## src/rtl/alsu_pkg.sv

```systemverilog
// Shared types and select-code table for the ALSU result queue.
package alsu_pkg;

  localparam logic [3:0] SEL_0000 = 4'b0000;
  localparam logic [3:0] SEL_0001 = 4'b0001;
  localparam logic [3:0] SEL_0010 = 4'b0010;
  localparam logic [3:0] SEL_0110 = 4'b0110;
  localparam logic [3:0] SEL_1010 = 4'b1010;
  localparam logic [3:0] SEL_0101 = 4'b0101;
  localparam logic [3:0] SEL_0111 = 4'b0111;
  localparam logic [3:0] SEL_1000 = 4'b1000;
  localparam logic [3:0] SEL_1110 = 4'b1110;
  localparam logic [3:0] SEL_1100 = 4'b1100;

  typedef struct packed {
    logic [3:0] sel;
    logic [3:0] result;
    logic       zero;
  } alsu_entry_t;

  function automatic bit is_legal_sel(logic [3:0] s);
    case (s)
      SEL_0000, SEL_0001, SEL_0010, SEL_0110, SEL_1010,
      SEL_0101, SEL_0111, SEL_1000, SEL_1110, SEL_1100: return 1'b1;
      default: return 1'b0;
    endcase
  endfunction

endpackage

```

## src/rtl/alsu_result_queue_if.sv

```systemverilog
// Producer/consumer handshake bundle of the ALSU result queue.
interface alsu_result_queue_if;
  logic       in_valid;
  logic       in_ready;
  logic [3:0] in_result;
  logic [3:0] in_sel;
  logic       out_valid;
  logic       out_ready;
  logic [3:0] out_result;
  logic [3:0] out_sel;
  logic       out_zero;

  modport slave (
    input  in_valid, in_result, in_sel, out_ready,
    output in_ready, out_valid, out_result, out_sel, out_zero
  );

  modport master (
    output in_valid, in_result, in_sel, out_ready,
    input  in_ready, out_valid, out_result, out_sel, out_zero
  );
endinterface

```

## src/rtl/alsu_sync_fifo.sv

```systemverilog
// Show-ahead synchronous FIFO with exact occupancy count; DEPTH must be a power of two.
module alsu_sync_fifo #(
  parameter int DEPTH = 4,
  parameter int WIDTH = 9,
  localparam int AW = $clog2(DEPTH)
) (
  input  logic             clk,
  input  logic             rst,
  input  logic             push_i,
  input  logic [WIDTH-1:0] wdata_i,
  input  logic             pop_i,
  output logic [WIDTH-1:0] rdata_o,
  output logic             full_o,
  output logic             empty_o,
  output logic [AW:0]      count_o
);

  localparam logic [AW:0] FULL_CNT = (AW+1)'(DEPTH);

  logic [WIDTH-1:0] mem_q [DEPTH];
  logic [AW-1:0]    wr_ptr_q, wr_ptr_d, rd_ptr_q, rd_ptr_d;
  logic [AW:0]      count_q, count_d;
  logic             do_push, do_pop;

  assign full_o  = (count_q == FULL_CNT);
  assign empty_o = (count_q == '0);
  assign do_push = push_i && !full_o;
  assign do_pop  = pop_i && !empty_o;
  assign rdata_o = mem_q[rd_ptr_q];
  assign count_o = count_q;

  // Pointers wrap naturally since DEPTH is a power of two.
  always_comb begin
    wr_ptr_d = wr_ptr_q;
    rd_ptr_d = rd_ptr_q;
    count_d  = count_q;
    if (do_push) wr_ptr_d = wr_ptr_q + 1'b1;
    if (do_pop)  rd_ptr_d = rd_ptr_q + 1'b1;
    case ({do_push, do_pop})
      2'b10:   count_d = count_q + 1'b1;
      2'b01:   count_d = count_q - 1'b1;
      default: count_d = count_q;
    endcase
  end

  always_ff @(posedge clk) begin
    if (rst) begin
      wr_ptr_q <= '0;
      rd_ptr_q <= '0;
      count_q  <= '0;
    end else begin
      wr_ptr_q <= wr_ptr_d;
      rd_ptr_q <= rd_ptr_d;
      count_q  <= count_d;
    end
  end

  always_ff @(posedge clk) begin
    if (do_push) mem_q[wr_ptr_q] <= wdata_i;
  end

endmodule

```

## src/rtl/alsu_result_queue.sv

```systemverilog
// Filters ALSU results by select code and queues legal ones for a valid/ready consumer.
// Optional ALSU_RESULT_QUEUE_STATS_EN adds saturating accepted/dropped counters.
module alsu_result_queue
  import alsu_pkg::*;
#(
  parameter int DEPTH = 4,
  localparam int AW = $clog2(DEPTH)
) (
  input  logic                clk,
  input  logic                rst,
  alsu_result_queue_if.slave  bus,
  output logic                illegal_pulse,
  output logic                err_sticky,
  input  logic                clr_err,
  output logic [AW:0]         count
`ifdef ALSU_RESULT_QUEUE_STATS_EN
  ,
  output logic [7:0]          stat_accepted,
  output logic [7:0]          stat_dropped
`endif
);

  alsu_entry_t wr_entry, head, hold_q;
  logic        full, empty, accept, push, drop, pop;
  logic        illegal_q, illegal_d, err_q, err_d;

  assign accept = bus.in_valid && !full;
  assign push   = accept && is_legal_sel(bus.in_sel);
  assign drop   = accept && !is_legal_sel(bus.in_sel);
  assign pop    = bus.out_ready && !empty;

  assign wr_entry = '{sel: bus.in_sel, result: bus.in_result, zero: (bus.in_result == 4'b0000)};

  alsu_sync_fifo #(.DEPTH(DEPTH), .WIDTH($bits(alsu_entry_t))) u_fifo (
    .clk     (clk),
    .rst     (rst),
    .push_i  (push),
    .wdata_i (wr_entry),
    .pop_i   (pop),
    .rdata_o (head),
    .full_o  (full),
    .empty_o (empty),
    .count_o (count)
  );

  // While empty the outputs freeze on the last head that was presented.
  assign bus.in_ready   = !full;
  assign bus.out_valid  = !empty;
  assign bus.out_result = empty ? hold_q.result : head.result;
  assign bus.out_sel    = empty ? hold_q.sel    : head.sel;
  assign bus.out_zero   = empty ? hold_q.zero   : head.zero;

  // err rises together with the pulse; a clear coinciding with the pulse loses.
  assign illegal_d = drop;
  assign err_d     = drop | illegal_q | (err_q & ~clr_err);

  always_ff @(posedge clk) begin
    if (rst) begin
      hold_q    <= '0;
      illegal_q <= 1'b0;
      err_q     <= 1'b0;
    end else begin
      if (!empty) hold_q <= head;
      illegal_q <= illegal_d;
      err_q     <= err_d;
    end
  end

  assign illegal_pulse = illegal_q;
  assign err_sticky    = err_q;

`ifdef ALSU_RESULT_QUEUE_STATS_EN
  logic [7:0] acc_q, drop_q;

  always_ff @(posedge clk) begin
    if (rst || clr_err) begin
      acc_q  <= '0;
      drop_q <= '0;
    end else begin
      if (push && acc_q != 8'hFF)  acc_q  <= acc_q + 1'b1;
      if (drop && drop_q != 8'hFF) drop_q <= drop_q + 1'b1;
    end
  end

  assign stat_accepted = acc_q;
  assign stat_dropped  = drop_q;
`endif

endmodule

```

## src/flat_wrapper.sv

```systemverilog
// flat-port wrapper written by rule: the top's interface ports become plain ports
module alsu_result_queue_flat import alsu_pkg::*;
#(
  parameter int DEPTH = 4,
  localparam int AW = $clog2(DEPTH)
)
  (clk, rst, illegal_pulse, err_sticky, clr_err, count, bus_in_valid, bus_in_result, bus_in_sel, bus_out_ready, bus_in_ready, bus_out_valid, bus_out_result, bus_out_sel, bus_out_zero);
  alsu_result_queue_if bus_i ();
  input  logic clk;
  input  logic rst;
  output logic illegal_pulse;
  output logic err_sticky;
  input  logic clr_err;
  output logic [AW:0] count;
  input wire logic [$bits(bus_i.in_valid)-1:0] bus_in_valid;
  input wire logic [$bits(bus_i.in_result)-1:0] bus_in_result;
  input wire logic [$bits(bus_i.in_sel)-1:0] bus_in_sel;
  input wire logic [$bits(bus_i.out_ready)-1:0] bus_out_ready;
  output wire logic [$bits(bus_i.in_ready)-1:0] bus_in_ready;
  output wire logic [$bits(bus_i.out_valid)-1:0] bus_out_valid;
  output wire logic [$bits(bus_i.out_result)-1:0] bus_out_result;
  output wire logic [$bits(bus_i.out_sel)-1:0] bus_out_sel;
  output wire logic [$bits(bus_i.out_zero)-1:0] bus_out_zero;
  assign bus_i.in_valid = bus_in_valid;
  assign bus_i.in_result = bus_in_result;
  assign bus_i.in_sel = bus_in_sel;
  assign bus_i.out_ready = bus_out_ready;
  assign bus_in_ready = bus_i.in_ready;
  assign bus_out_valid = bus_i.out_valid;
  assign bus_out_result = bus_i.out_result;
  assign bus_out_sel = bus_i.out_sel;
  assign bus_out_zero = bus_i.out_zero;
  alsu_result_queue #(.DEPTH(DEPTH)) u_core (.clk(clk), .rst(rst), .bus(bus_i), .illegal_pulse(illegal_pulse), .err_sticky(err_sticky), .clr_err(clr_err), .count(count));
endmodule
```

## config.mk

```make
export PLATFORM = sky130hd
export DESIGN_NAME = alsu_result_queue_flat
export DESIGN_NICKNAME = d
export VERILOG_FILES = /design/src/rtl/alsu_pkg.sv /design/src/rtl/alsu_result_queue_if.sv /design/src/rtl/alsu_sync_fifo.sv /design/src/rtl/alsu_result_queue.sv /design/src/flat_wrapper.sv
export SDC_FILE = /design/constraint.sdc
export NUM_CORES = 1
export LEC_CHECK = 0
export ABC_AREA = 1
export CAP_MARGIN = 15
export CORE_UTILIZATION = 49
export DETAILED_ROUTE_END_ITERATION = 16
export MAX_ROUTING_LAYER = met4
export PLACE_DENSITY = 0.79
export SLEW_MARGIN = 5
export SYNTH_ARGS = -nofsm -noshare
export SYNTH_HDL_FRONTEND = slang
export SYNTH_HIERARCHICAL = 1
export SYNTH_SLANG_ARGS = --single-unit
```

## constraint.sdc

```tcl
create_clock -name clk -period 2.4 [get_ports clk]
set_clock_uncertainty 0.2 [all_clocks]
set_input_delay 0.48 -clock clk [delete_from_list [all_inputs] [get_ports clk]]
set_output_delay 0.48 -clock clk [all_outputs]
set_load 0.1 [all_outputs]
```

==> Word level (Yosys, flattened, before mapping) <==
Memories as Yosys holds them, arrays and structs flattened. A register that Yosys moved wholly into a read port is not among the register bits.
Index checks and enable logic that the tools add are counted.
{ "op_classes": {"eq_ne": 3, "reduce_logical": 12, "n_addsub": 4, "n_mux": 8, "bitwise": 4} }
{ "op_table": {"columns": ["op", "n"], "rows": [
  ["4-bit 2-to-1 mux", 2],
  ["1-bit logical AND", 6],
  ["3-bit case mux with 2 select lines", 1],
  ["2-bit by 1-bit adder with 2-bit output, second input constant", 2],
  ["4-bit logical NOT", 1],
  ["2-bit 2-to-1 mux", 2],
  ["3-bit by 1-bit adder with 3-bit output, second input constant", 1],
  ["3-bit equality test, second input constant", 1],
  ["1-bit logical NOT", 3],
  ["3-bit logical NOT", 1],
  ["1-bit 2-to-1 mux", 3],
  ["3-bit by 1-bit subtractor with 3-bit output, second input constant", 1],
  ["2-bit by 1-bit equality test with 1-bit output, second input constant", 1],
  ["2-bit equality test, second input constant", 1],
  ["1-bit OR", 2],
  ["2-bit nonzero test", 1],
  ["1-bit bitwise AND", 1],
  ["1-bit NOT", 1]
]} }
{ "totals": {"wordCells": 42, "memories": 3, "input_bits": 13, "romBits": 32, "mem_bits_rw": 36, "ff_bits": 18, "out_inout_bits": 16} }
{ "mem_list": {"columns": ["memory", "words", "word_bits", "read_ports", "rd_clocked_by_memory_dff", "wr", "line", "source"], "rows": [
  ["u_core.u_fifo.mem_q", 4, 9, 1, 1, 1, "alsu_sync_fifo.sv:20", "logic [WIDTH-1:0] mem_q [DEPTH];"],
  ["(no name shown)", 16, 1, 1, 0, 0, "alsu_pkg.sv:22", "case (s)"],
  ["(no name shown)", 16, 1, 1, 0, 0, "alsu_pkg.sv:22", null]
]} }

==> Depth between registers and ports, before layout <==
{ "logic_depth": {"word_depth": 7, "ltp_mapped": 16, "depth_no_buf": 16} }

==> Cells and area by module <==
Netlist, hierarchy kept.
{ "by_module_without_submodules": {"columns": ["mod", "area_each_um2", "seq_area_each_um2", "n_inst", "cells_per_inst"], "rows": [
  ["alsu_sync_fifo", 1855.5, 1261.2, 1, 156],
  ["alsu_result_queue", 474.2, 220.2, 1, 71]
]} }

==> Worst setup path before layout <==
Ideal clock, no wire load.
{ "synth_timing": {"path_kind": "flip-flop to flip-flop", "from": "register u_core.u_fifo.count_q[1], in the netlist u_core/u_fifo/count_o[1]", "to": "register u_core.u_fifo.count_q[1], in the netlist u_core/u_fifo/count_o[1]", "setup_time_ns": 0.071, "synth_period_minus_slack_ns": 3.466, "path_stages_with_launch": 12, "path_buffers": 0, "t_required_ns": 2.129, "arrival_ns": 3.195, "slack_ns": -1.066, "cell_sequence": "dfxtp_1 -> nor2_4 -> nand2_4 -> inv_1 -> inv_1 -> nand2_1 -> nor2_1 -> nand2_4 -> ha_1 -> inv_1 -> fa_1 -> a21oi_1"} }
{ "synth_between": {"elab_chain_cells": 7, "word_cells_on_any_way": 15, "classes_between": "add/sub: 2; eq/ne: 3; mux: 1; reduce/logical: 9"} }
{ "synth_lines": {"columns": ["item", "line", "source"], "rows": [
  ["from (decl)", "alsu_sync_fifo.sv:22", "logic [AW:0] count_q, count_d;"],
  ["from (signal assigned)", "alsu_sync_fifo.sv:54", "count_q <= count_d;"],
  ["3-bit equality test (*)", "alsu_sync_fifo.sv:25", "assign full_o = (count_q == FULL_CNT);"],
  ["via u_core.full", "alsu_result_queue.sv:24", "logic full, empty, accept, push, drop, pop;"],
  ["1-bit logical NOT (*)", null, null],
  ["via bus_in_ready", "flat_wrapper.sv:19", "output wire logic [$bits(bus_i.in_ready)-1:0] bus_in_ready;"],
  ["1-bit logical AND (*)", "alsu_result_queue.sv:27", "assign accept = bus.in_valid && !full;"],
  ["1-bit logical AND (*)", "alsu_result_queue.sv:28", "assign push = accept && is_legal_sel(bus.in_sel);"],
  ["via u_core.push", "alsu_result_queue.sv:24", null],
  ["1-bit logical AND (*)", "alsu_sync_fifo.sv:27", "assign do_push = push_i && !full_o;"],
  ["2-bit by 1-bit equality test with 1-bit output / 2-bit equality test (equally long branches)", "alsu_sync_fifo.sv:39", "case ({do_push, do_pop})"],
  ["3-bit case mux with 2 select lines / 2-bit nonzero test (equally long branches)", null, null]
]} }
Mark *: on every way through the listed nets, which the timed path passes. The rest lies on a longest branch.
A chain may end at the register's enable or synchronous reset.

==> Worst setup path after layout <==
{ "layout_timing": {"from": "input port bus_in_sel[0]", "to": "register u_core.u_fifo.count_q[2], in the netlist u_core/u_fifo/count_o[2]"} }
{ "layout_between": {"elab_chain_cells": 5, "word_cells_on_any_way": 7, "classes_between": "eq/ne: 2; mux: 1; reduce/logical: 3; memory: 1"} }
{ "layout_lines": {"columns": ["item", "line", "source"], "rows": [
  ["from (decl)", "flat_wrapper.sv:17", "input wire logic [$bits(bus_i.in_sel)-1:0] bus_in_sel;"],
  ["memory 16 x 1 bit (*)", null, null],
  ["1-bit logical AND (*)", "alsu_result_queue.sv:28", null],
  ["via u_core.push", "alsu_result_queue.sv:24", null],
  ["1-bit logical AND (*)", "alsu_sync_fifo.sv:27", null],
  ["2-bit by 1-bit equality test with 1-bit output / 2-bit equality test (equally long branches)", "alsu_sync_fifo.sv:39", null],
  ["3-bit case mux with 2 select lines / 2-bit nonzero test (equally long branches)", null, null]
]} }
Marks and branches as above.

==> results.py <==
metrics = {
    "outcome": {
        "status": "finished with violations",
        "violations": "DRC",
    },
    "cts": {
        "root_buffer": "clkbuf_8",
        "cts_num_sinks": 56,
        "clk_latency_ns": 0.30,
        "cts_hold_buf": 0,
        "cts-buffers-inserted": 5,
        "cts_tree": "done",
        "postCtsSetupRepairBufs": 0,
        "cts_buffer_depth": 2,
        "clkTransAtPathRegs_ns": 0.10,
        "cts_htree_levels": 2,
    },
    "worst_setup_path": {
        "crit_arrival_ns": 2.32,
        "path_class": "primary input to flip-flop",
        "path_max_fanout": 3,
        "endpoint_kind": "flip-flop",
        "r2r_setup_slack_ns": 0.22,
        "cp-start-kind": "primary input",
        "cp_data_required_time_ns": 2.44,
    },
    "layout": {
        "layout.cells.non_filler": 328,
        "area_growth_pct": 30.02,
        "drive_above_1_share_pct": 26.09,
        "final_nets": 294,
        "multi_input_area_sq_um": 747.0,
        "nFillCells": 320,
        "antenna_cells": 0,
        "final_core_util_pct": 67.70,
        "seq_area_sq_mm": 0.001494,
    },
    "floorplan": {
        "die_h_um": 70.96,
        "die_x_um": 70.96,
        "initial_core_util_pct": 52.07,
        "fp-row-count": 24,
        "core_area_sq_mm": 0.004474,
        "die_area_sq_mm": 0.005035,
        "io_pins": 29,
    },
    "logic_synthesis": {
        "ys_async_sr_fraction_pct": 0,
        "synth_top_area_share_pct": 46.40,
        "synth_edf_count": 36,
        "synthCells": 227,
        "synth_seq_area_share_pct": 63.59,
        "ys_types": 22,
        "yosysWarnings": 6,
        "synth.most_common_cell": "nand2_1",
        "mappedNetlistArea_sq_mm": 0.002330,
        "synthTopCellsByCount": "nand2_1, edfxtp_1, nor2_1",
        "ys.flop_type": "edfxtp_1",
        "avgSynthCellArea_sq_um": 10.26,
        "synth-seq-cells": 56,
        "synth_top_cells_by_area": "edfxtp_1, dfxtp_1, nand2_1, nor2_1, o21ai_0",
        "synth_nets": 246,
        "synth.largest_area_cell": "edfxtp_1",
    },
    "power": {
        "leakage_nw": 1.259,
        "peakVddDrop_mv": 0.7825,
        "pwr-share-comb_pct": 54.2,
        "power.share.sequential_pct": 32.2,
        "p_int_w": 0.001990,
        "p_per_area_mw_per_mm2": 1219,
        "switching_power_w": 0.001702,
        "clkPwrFrac_pct": 13.6,
        "netSwitchingFraction_pct": 46.09,
    },
    "timing": {
        "slew_viol_final": 0,
        "max_freq_ghz": 0.4379,
        "worst_pin_slew_ns": 0.5218,
        "fin_crit_sh_pct": 95.15,
        "finalSetupViolations": 0,
        "rsz0062_at_grt": "false",
        "fin_crit_ns": 2.284,
        "hold_viol_final": 0,
        "relSlewSlack_pct": 64.89,
    },
    "detailed_routing": {
        "wl_per_cell_um": 13.28,
        "route.detailed.drc": 2,
        "ant_nets": 0,
        "drt_iter0_drc": 116,
        "routed_wl_mm": 4.355,
        "viasPerCell": 5.116,
        "first_pass_iters": 13,
        "vias": 1678,
    },
    "place": {
        "io_buffers": 28,
        "dp_hpwl_mm": 3.119,
        "dpl.cell_count": 320,
        "gp_congestion": 0.7781,
    },
    "global_routing": {
        "grt_start_max_net_pins": 20,
        "grt_use_total_pct": 20.36,
        "first_global_vias": 1651,
        "antenna_found_initial": 0,
        "overflow": 0,
        "grt_pass1_wl_mm": 7.534,
    },
    "flow_run": {
        "cap_violations": 0,
    },
    "hold_path": {
        "hold_path_class": "flip-flop to flip-flop",
    },
}
-- critical path, cell delays in order --
cell and delay [ns]:
clkdlybuf4s50_1 0.47, nor2_1 0.13, nand3_1 0.10, nand2_2 0.11, nor2_4 0.06, nand2_4 0.06
ha_4 0.13, inv_2 0.04, fa_2 0.33, nand2_1 0.08, nand3_1 0.11, nand2_1 0.08
nand2_1 0.04, nor2_1 0.08
-- repair_timing --
item	in CTS	in global routing
setup endpoints to repair	0	10
hold endpoints to repair	0	0
resized for setup	0	7
-- registers in the layout, summed over array words and instances, names as in the netlist, named ones only --
| signal | cells |
|---|---|
| u_core/u_fifo/wr_ptr_q | 2 |
| u_core/illegal_pulse | 1 |
| u_core/u_fifo/count_o | 3 |
| u_core/err_sticky | 1 |
| u_core/hold_q | 9 |
| u_core/u_fifo/rd_ptr_q | 2 |
| u_core/u_fifo/mem_q | 36 |
-- final cells by class --
type	count	area share [%]
Multi-Input combinational cell	139	24.66
Inverter	27	3.717
Sequential cell	56	49.32
Clock buffer	5	2.272
Tap cell	52	2.148
Timing Repair Buffer	46	17.31
Clock inverter	3	0.5783
-- cell usage in the layout (no fill, tap or decap) --
cell,instances
a21oi_1,14
buf_12,11
buf_4,22
buf_6,1
clkbuf_8,5
clkdlybuf4s50_1,9
clkinv_1,1
clkinv_2,1
clkinvlp_4,1
dfxtp_1,16
dfxtp_2,1
dfxtp_4,3
dlymetal6s2s_1,3
edfxtp_1,36
fa_2,1
ha_1,4
ha_4,1
inv_1,20
inv_2,4
inv_4,1
inv_6,2
nand2_1,33
nand2_2,12
nand2_4,3
nand3_1,7
nor2_1,30
nor2_2,1
nor2_4,2
nor4_1,1
o21ai_0,18
o21ai_1,2
o21bai_1,1
o22ai_1,9
-- worst paths after layout --
check / startpoint / endpoint / cells past startpoint
worst min-delay path: u_core/illegal_pulse$_SDFF_PP0_ / u_core/err_sticky$_SDFF_PP0_ / 2
worst min register to register: u_core/illegal_pulse$_SDFF_PP0_ / u_core/err_sticky$_SDFF_PP0_ / 2
worst max register to register: u_core/u_fifo/count_o[0]$_SDFFE_PP0P_ / u_core/u_fifo/count_o[2]$_SDFFE_PP0P_ / 15
worst max-delay path: bus_in_sel[0] / u_core/u_fifo/count_o[2]$_SDFFE_PP0P_ / 14
-- cell families after synthesis --
| group | count (synthesis) | synth area share [%] |
|---|---|---|
| simple gates | 89 | 16.11 |
| flops | 56 | 63.59 |
| buf+inv | 32 | 6.713 |
| fa+ha+maj | 6 | 3.545 |
| compound gates | 44 | 10.04 |
-- routing by layer --
metal | global-route usage, % | wire length [um] | vias up
li1 | - | - | 851
met1 | 26.00 | 1941 | 774
met2 | 33.23 | 2114 | 48
met3 | 3.846 | 249 | 5
met4 | 6.222 | 49 | 0
met5 | - | 0 | -
-- power groups by stage --
stage / sequential [W] / clock, W / combinational, W
finish: 0.00119 / 0.000502 / 0.00200
global route: 0.00120 / 0.000547 / 0.00211
CTS: 0.00119 / 0.000513 / 0.00201
detailed placement: 0.00121 / 0 / 0.00200
global placement: 0.00121 / 0 / 0.00198
floorplan: 0.00132 / 0 / 0.00125
-- metrics by stage --
| step | instance area, sq um | setup WS (ns) | total power [W] | TNS (ns) | hold WS (ns) |
|---|---|---|---|---|---|
| floorplan | 2400 | -0.2714 | 0.002572 | -1.721 | 0.2587 |
| global placement | 2928 | -0.1308 | 0.003187 | -0.2983 | 0.2631 |
| detailed placement | 2928 | -0.2390 | 0.003215 | -2.353 | 0.2676 |
| CTS | 3014 | 0.003622 | 0.003711 | 0 | 0.2925 |
| global route | 3029 | 0.002170 | 0.003855 | 0 | 0.3136 |
| finish | 3029 | 0.1165 | 0.003692 | 0 | 0.2911 |
No activity file was read; power rests on OpenSTA's default activity.
